==> config.mk <==
export PLATFORM = sky130hd
export DESIGN_NAME = regfile_wb_queue
export DESIGN_NICKNAME = d
export VERILOG_FILES = /design/src/rtl/regfile_wb_queue.sv
export SDC_FILE = /design/constraint.sdc
export NUM_CORES = 1
export LEC_CHECK = 0
export ABC_AREA = 1
export BUFFER_PORTS_ARGS = -buffer_cell sky130_fd_sc_hd__buf_2
export CORE_MARGIN = 2
export CORE_UTILIZATION = 40
export CTS_BUF_LIST = sky130_fd_sc_hd__clkbuf_16
export CTS_CLUSTER_DIAMETER = 30
export DETAILED_ROUTE_END_ITERATION = 10
export HOLD_SLACK_MARGIN = 0.03
export SLEW_MARGIN = 10
export SYNTH_ARGS = -nofsm -noshare
export SYNTH_HDL_FRONTEND = slang
export SYNTH_SLANG_ARGS = --single-unit
==> constraint.sdc <==
create_clock -name clk -period 9 [get_ports clk]
set_clock_uncertainty 0.2 [all_clocks]
set_input_delay 2.7 -clock clk [delete_from_list [all_inputs] [get_ports clk]]
set_output_delay 2.7 -clock clk [all_outputs]
set_load 0.02 [all_outputs]
==> src/rtl/regfile_wb_queue.sv <==
// In-order writeback buffer in front of the register file write port, with two
// combinational forwarding lookups over the pending entries.
module regfile_wb_queue #(
   parameter int DEPTH  = 4,
   parameter int DATA_W = 64,
   parameter int ADDR_W = 5
) (
   input  logic                     clk,
   input  logic                     reset,
   input  logic                     in_valid,
   output logic                     in_ready,
   input  logic [ADDR_W-1:0]        in_reg,
   input  logic [DATA_W-1:0]        in_data,
   input  logic                     wb_enable,
   output logic                     RegWrite,
   output logic [ADDR_W-1:0]        WriteRegister,
   output logic [DATA_W-1:0]        WriteData,
   input  logic [ADDR_W-1:0]        fwd_reg1,
   output logic                     fwd_hit1,
   output logic [DATA_W-1:0]        fwd_data1,
   input  logic [ADDR_W-1:0]        fwd_reg2,
   output logic                     fwd_hit2,
   output logic [DATA_W-1:0]        fwd_data2,
   output logic [$clog2(DEPTH):0]   count
);

   localparam int PTR_W = $clog2(DEPTH);
   localparam int CNT_W = PTR_W + 1;
   localparam logic [CNT_W-1:0]  FULL     = CNT_W'(DEPTH);
   localparam logic [ADDR_W-1:0] ZERO_REG = '1;

   logic [ADDR_W-1:0] reg_q  [DEPTH];
   logic [DATA_W-1:0] data_q [DEPTH];
   logic [DEPTH-1:0]  vld_q;
   logic [PTR_W-1:0]  head_q, head_d;
   logic [PTR_W-1:0]  tail_q, tail_d;
   logic [CNT_W-1:0]  count_q, count_d;
   logic              push_acc, push_kept, nonempty;
   logic [PTR_W-1:0]  idx;

   always_comb begin
      in_ready      = (count_q < FULL);
      push_acc      = in_valid & in_ready;
      // X31 is hardwired zero: handshake completes but nothing is stored
      push_kept     = push_acc & (in_reg != ZERO_REG);
      nonempty      = (count_q != '0);
      RegWrite      = wb_enable & nonempty;
      WriteRegister = nonempty ? reg_q[head_q]  : ZERO_REG;
      WriteData     = nonempty ? data_q[head_q] : '0;
      head_d        = head_q + PTR_W'(RegWrite);
      tail_d        = tail_q + PTR_W'(push_kept);
      count_d       = count_q + CNT_W'(push_kept) - CNT_W'(RegWrite);
   end

   assign count = count_q;

   always_ff @(posedge clk or negedge reset) begin
      if (!reset) begin
         head_q  <= '0;
         tail_q  <= '0;
         count_q <= '0;
         vld_q   <= '0;
      end else begin
         head_q  <= head_d;
         tail_q  <= tail_d;
         count_q <= count_d;
         if (RegWrite)  vld_q[head_q] <= 1'b0;
         if (push_kept) vld_q[tail_q] <= 1'b1;
      end
   end

   always_ff @(posedge clk) begin
      if (push_kept) begin
         reg_q[tail_q]  <= in_reg;
         data_q[tail_q] <= in_data;
      end
   end

   // Scan oldest to youngest so the last match (closest to tail) wins
   always_comb begin
      fwd_hit1  = 1'b0;
      fwd_data1 = '0;
      fwd_hit2  = 1'b0;
      fwd_data2 = '0;
      idx       = '0;
      for (int i = 0; i < DEPTH; i++) begin
         idx = head_q + PTR_W'(i);
         if (vld_q[idx] && (reg_q[idx] == fwd_reg1) && (fwd_reg1 != ZERO_REG)) begin
            fwd_hit1  = 1'b1;
            fwd_data1 = data_q[idx];
         end
         if (vld_q[idx] && (reg_q[idx] == fwd_reg2) && (fwd_reg2 != ZERO_REG)) begin
            fwd_hit2  = 1'b1;
            fwd_data2 = data_q[idx];
         end
      end
   end

endmodule
==> results.ini <==
[timing]
grt_setup_unrepaired = no
hold_violations = 0
final_setup_violations = 0
finalCritPeriodShare_pct = 90.7
post-route-min-period_ns = 8.17
worst-slew-pin-transition_ns = 1.22
timing.hold.ws_ns = 0.319
pins_over_their_slew_limit = 0
relSlewSlack_pct = 18.5
achievable-frequency_mhz = 122
final_critical_path_setup_slack_ns = 0.833
totalNegativeSetupSlack_ns = 0

[critical_path]
timing.critical_path.required_ns = 6.10
timing.rr.end = count[2]$_DFF_PN0_
path_cells = buf_2 -> inv_1 -> nor3_1 -> nor2_1 -> nand2_1 -> nor2_1 -> nand3_4 -> buf_4 -> nor2_1 -> nor2_1 -> nand2_1 -> nand2_1 -> buf_2
worst_path_max_delay_cell = sky130_fd_sc_hd__buf_4
worstPathMaxFanout = 85
critical_path.endpoint_type = primary output
cp_slowest_stage_delay_ns = 0.91
timing.critical_path.mode_cell = sky130_fd_sc_hd__nor2_1
regToRegStartpoint = count[2]$_DFF_PN0_
crit_path_start_kind = input pin
timing.setup.critical_path_class = input pin to primary output
arrival_ns = 5.27
worst-r2r-cell-count = 11
setup.reg_to_reg.worst_slack_ns = 5.66

[drt]
routedWlPerCell_microns = 19.9
post-route-drc-count = 0
dr.first_iter.drc_count = 1961
route.vias.total = 22400
dr.pass1.iters = 6
routed_via_density = 5.58
antenna_left = 0
route.final.wire_length_microns = 80100

[cts]
postCtsSetupRepairBufs = 0
tritoncts = built
cts_resized = 0
worst_setup_hold_path_clk_slew_ns = 0.04
tritoncts.num_buffers = 80
postCtsHoldBufs = 0
cts_buffer_depth = 3
clock_sinks = 287
ctsRootBufferMaster = sky130_fd_sc_hd__clkbuf_16
cts_htree_levels = 3
clock_latency_at_the_later_pin_of_the_worst_skew_pair_ns = 0.59

[grt]
global_route.overflow_total = 0
global_route_wire_length_before_repair_microns = 121000
grt_start_max_net_pins = 183
globalRouteTotalUtil_pct = 27.6
grt_antenna_before_repair = 14
grt_pass1_vias = 21400

[yosys]
muxShareOfSynthArea_pct = 7.88
post_synth_instance_area_sq_mm = 0.0219
yosysTopAreaCell = sky130_fd_sc_hd__edfxtp_1
yosysWarningCount = 0
netlist_instances = 3071
ys_seq_elements = 287
ranking_of_synthesized_cells_by_area = sky130_fd_sc_hd__edfxtp_1 38%, sky130_fd_sc_hd__nand2_1 15%, sky130_fd_sc_hd__nor2_1 8.4%
ys_types = 34
synth.net_count = 3163
synth_top_area_share_pct = 37.9
synth-adder-area-share_pct = 0.550
synth-compound-area-share_pct = 10.2
yosys.area_share.simple_pct = 32.8
synth-xor-area-share_pct = 0.321
synth-seq-area-share_pct = 39.2
synth.avg_cell_area_sq_um = 7.12
main_combinational_cell_family_by_area_after_synthesis = simple AND/OR/NAND/NOR gates

[min_path]
hold-path-cell-count = 2
holdCritPathClass = flip-flop to flip-flop
hold_start = vld_q[2]$_DFF_PN0_
worst_hold_path.endpoint = vld_q[2]$_DFF_PN0_

[layout]
final_cell_area_excluding_filler_cells_sq_mm = 0.0262
syn_to_final_growth_pct = 19.8
finish.net_count = 3343
layout.cells.most_common_list = 849 x sky130_fd_sc_hd__nand2_1, 480 x sky130_fd_sc_hd__nor2_1, 326 x sky130_fd_sc_hd__o21ai_0
fin_cells = 4018
drive_above_1_share_pct = 16.6
final_common_cell = sky130_fd_sc_hd__nand2_1

[placement]
detailed_place.area_sq_mm = 0.0236
buffer_ports.inserted = 286
post-dp-hpwl_microns = 49200
gp_congestion = 0.887
post-place-ws_ns = 0.925
numPlacedInstances = 3865

[die]
initial_core_util_pct = 40.5
floorplan.core_area_sq_mm = 0.0539
chipWidth_microns = 238
fp.dieH_microns = 238
placement_rows = 85
dieArea_sq_mm = 0.0565
top_level_ports = 287

[pwr]
p_leak_nw = 12.4
power.ir.vdd_worst_uv = 459
power_density_mw_per_mm2 = 448

[outcome]
run_status = complete, no violations

[flow_run]
max_cap_violation_count = 0

## power breakdown
| part | internal, mW | switching [mW] |
|---|---|---|
| combinational | 1.95 | 5.26 |
| clock | 1.84 | 0.842 |
| sequential | 1.70 | 0.137 |
| total | 5.49 | 6.24 |
## final cells by class
type | instances | area (sq um)
antenna | 6 | 15.0
clock buffer | 81 | 2030
clock inverter | 66 | 566
fill | 5217 | 27700
inverter | 225 | 857
multi-input combinational | 2332 | 11400
sequential | 287 | 8570
tap | 696 | 871
timing repair buffer | 325 | 1820
## how the worst max path moves through the flow
| stage | slack (ns) | startpoint | to |
|---|---|---|---|
| 5_1_grt | 0.64 | head_q[1]$_DFF_PN0_ | fwd_data1[43] |
| 3_5_place_dp | 0.93 | fwd_reg1[1] | fwd_data1[6] |
| 2_1_floorplan | 1.91 | fwd_reg1[1] | fwd_hit1 |
| 6_report | 0.83 | fwd_reg1[1] | fwd_data1[6] |
| 4_1_cts | 0.92 | fwd_reg1[1] | fwd_data1[6] |
| 3_3_place_gp | 0.91 | fwd_reg1[1] | fwd_data1[63] |
## synth_stat cells
| cell | n |
|---|---|
| sky130_fd_sc_hd__buf_2 | 111 |
| sky130_fd_sc_hd__buf_6 | 7 |
| sky130_fd_sc_hd__o21a_1 | 22 |
| sky130_fd_sc_hd__nor3_1 | 2 |
| sky130_fd_sc_hd__dfrtp_1 | 11 |
| sky130_fd_sc_hd__and2_1 | 1 |
| sky130_fd_sc_hd__inv_4 | 1 |
| sky130_fd_sc_hd__nand3b_1 | 6 |
| sky130_fd_sc_hd__o21ai_0 | 326 |
| sky130_fd_sc_hd__o2111ai_1 | 1 |
| sky130_fd_sc_hd__edfxtp_1 | 276 |
| sky130_fd_sc_hd__nand2_1 | 849 |
| sky130_fd_sc_hd__and3_1 | 1 |
| sky130_fd_sc_hd__clkbuf_1 | 67 |
| sky130_fd_sc_hd__ha_1 | 8 |
| sky130_fd_sc_hd__nand3_2 | 2 |
| sky130_fd_sc_hd__xnor2_1 | 1 |
| sky130_fd_sc_hd__nand3b_2 | 1 |
| sky130_fd_sc_hd__fa_1 | 1 |
| sky130_fd_sc_hd__nand4_1 | 109 |
| sky130_fd_sc_hd__xor2_1 | 7 |
| sky130_fd_sc_hd__nor2_1 | 488 |
| sky130_fd_sc_hd__or2_2 | 74 |
| sky130_fd_sc_hd__buf_4 | 22 |
| sky130_fd_sc_hd__a21oi_1 | 82 |
| sky130_fd_sc_hd__nand3_1 | 168 |
| sky130_fd_sc_hd__o21ai_1 | 4 |
| sky130_fd_sc_hd__inv_1 | 219 |
| sky130_fd_sc_hd__buf_1 | 20 |
| sky130_fd_sc_hd__nor2_4 | 2 |
| sky130_fd_sc_hd__nor2_2 | 4 |
| sky130_fd_sc_hd__mux2i_1 | 172 |
| sky130_fd_sc_hd__nand3_4 | 1 |
| sky130_fd_sc_hd__inv_2 | 5 |
## sequential cells by signal (all words and copies together) (netlist names)
signal and flops:
vld_q 4, count 3, data_q 256, head_q 2
tail_q 2, reg_q 20
## worst max-delay path, delay by kind of cell
| family | cells | cell delay, ns |
|---|---|---|
| buffers and inverters | 4 | 1.33 |
| and+or+nand+nor | 9 | 1.18 |
## per-layer routing
| layer | GRT usage, % | share of wire (%) | routed length [microns] |
|---|---|---|---|
| met5 | 0 | 0.11 | 90 |
| met4 | 11.2 | 3.1 | 2470 |
| met3 | 6.49 | 9.8 | 7850 |
| met2 | 45.0 | 46 | 37100 |
| met1 | 35.3 | 41 | 32600 |
## metrics by stage
step,power (mW),utilization [%]
2_1_floorplan,6.72,-
3_5_place_dp,8.94,43.7
6_report,11.7,48.5
3_3_place_gp,8.86,43.7
5_1_grt,12.5,48.5
4_1_cts,11.7,48.5
## kinds of logic (layout without fill, tap and decap cells)
kind of cell             after synthesis  after routing
AO/OA/AOI/OAI                        435            435
multiplexers                         172            172
flip-flops                           287            287
AND/OR/NAND/NOR                     1708           1708
adder cells (fa/ha/maj)                9              9
other                                  0              6
XOR/XNOR                               8              8
buffers and inverters                452            697
Note: power is estimated with default switching activity, not from simulation.
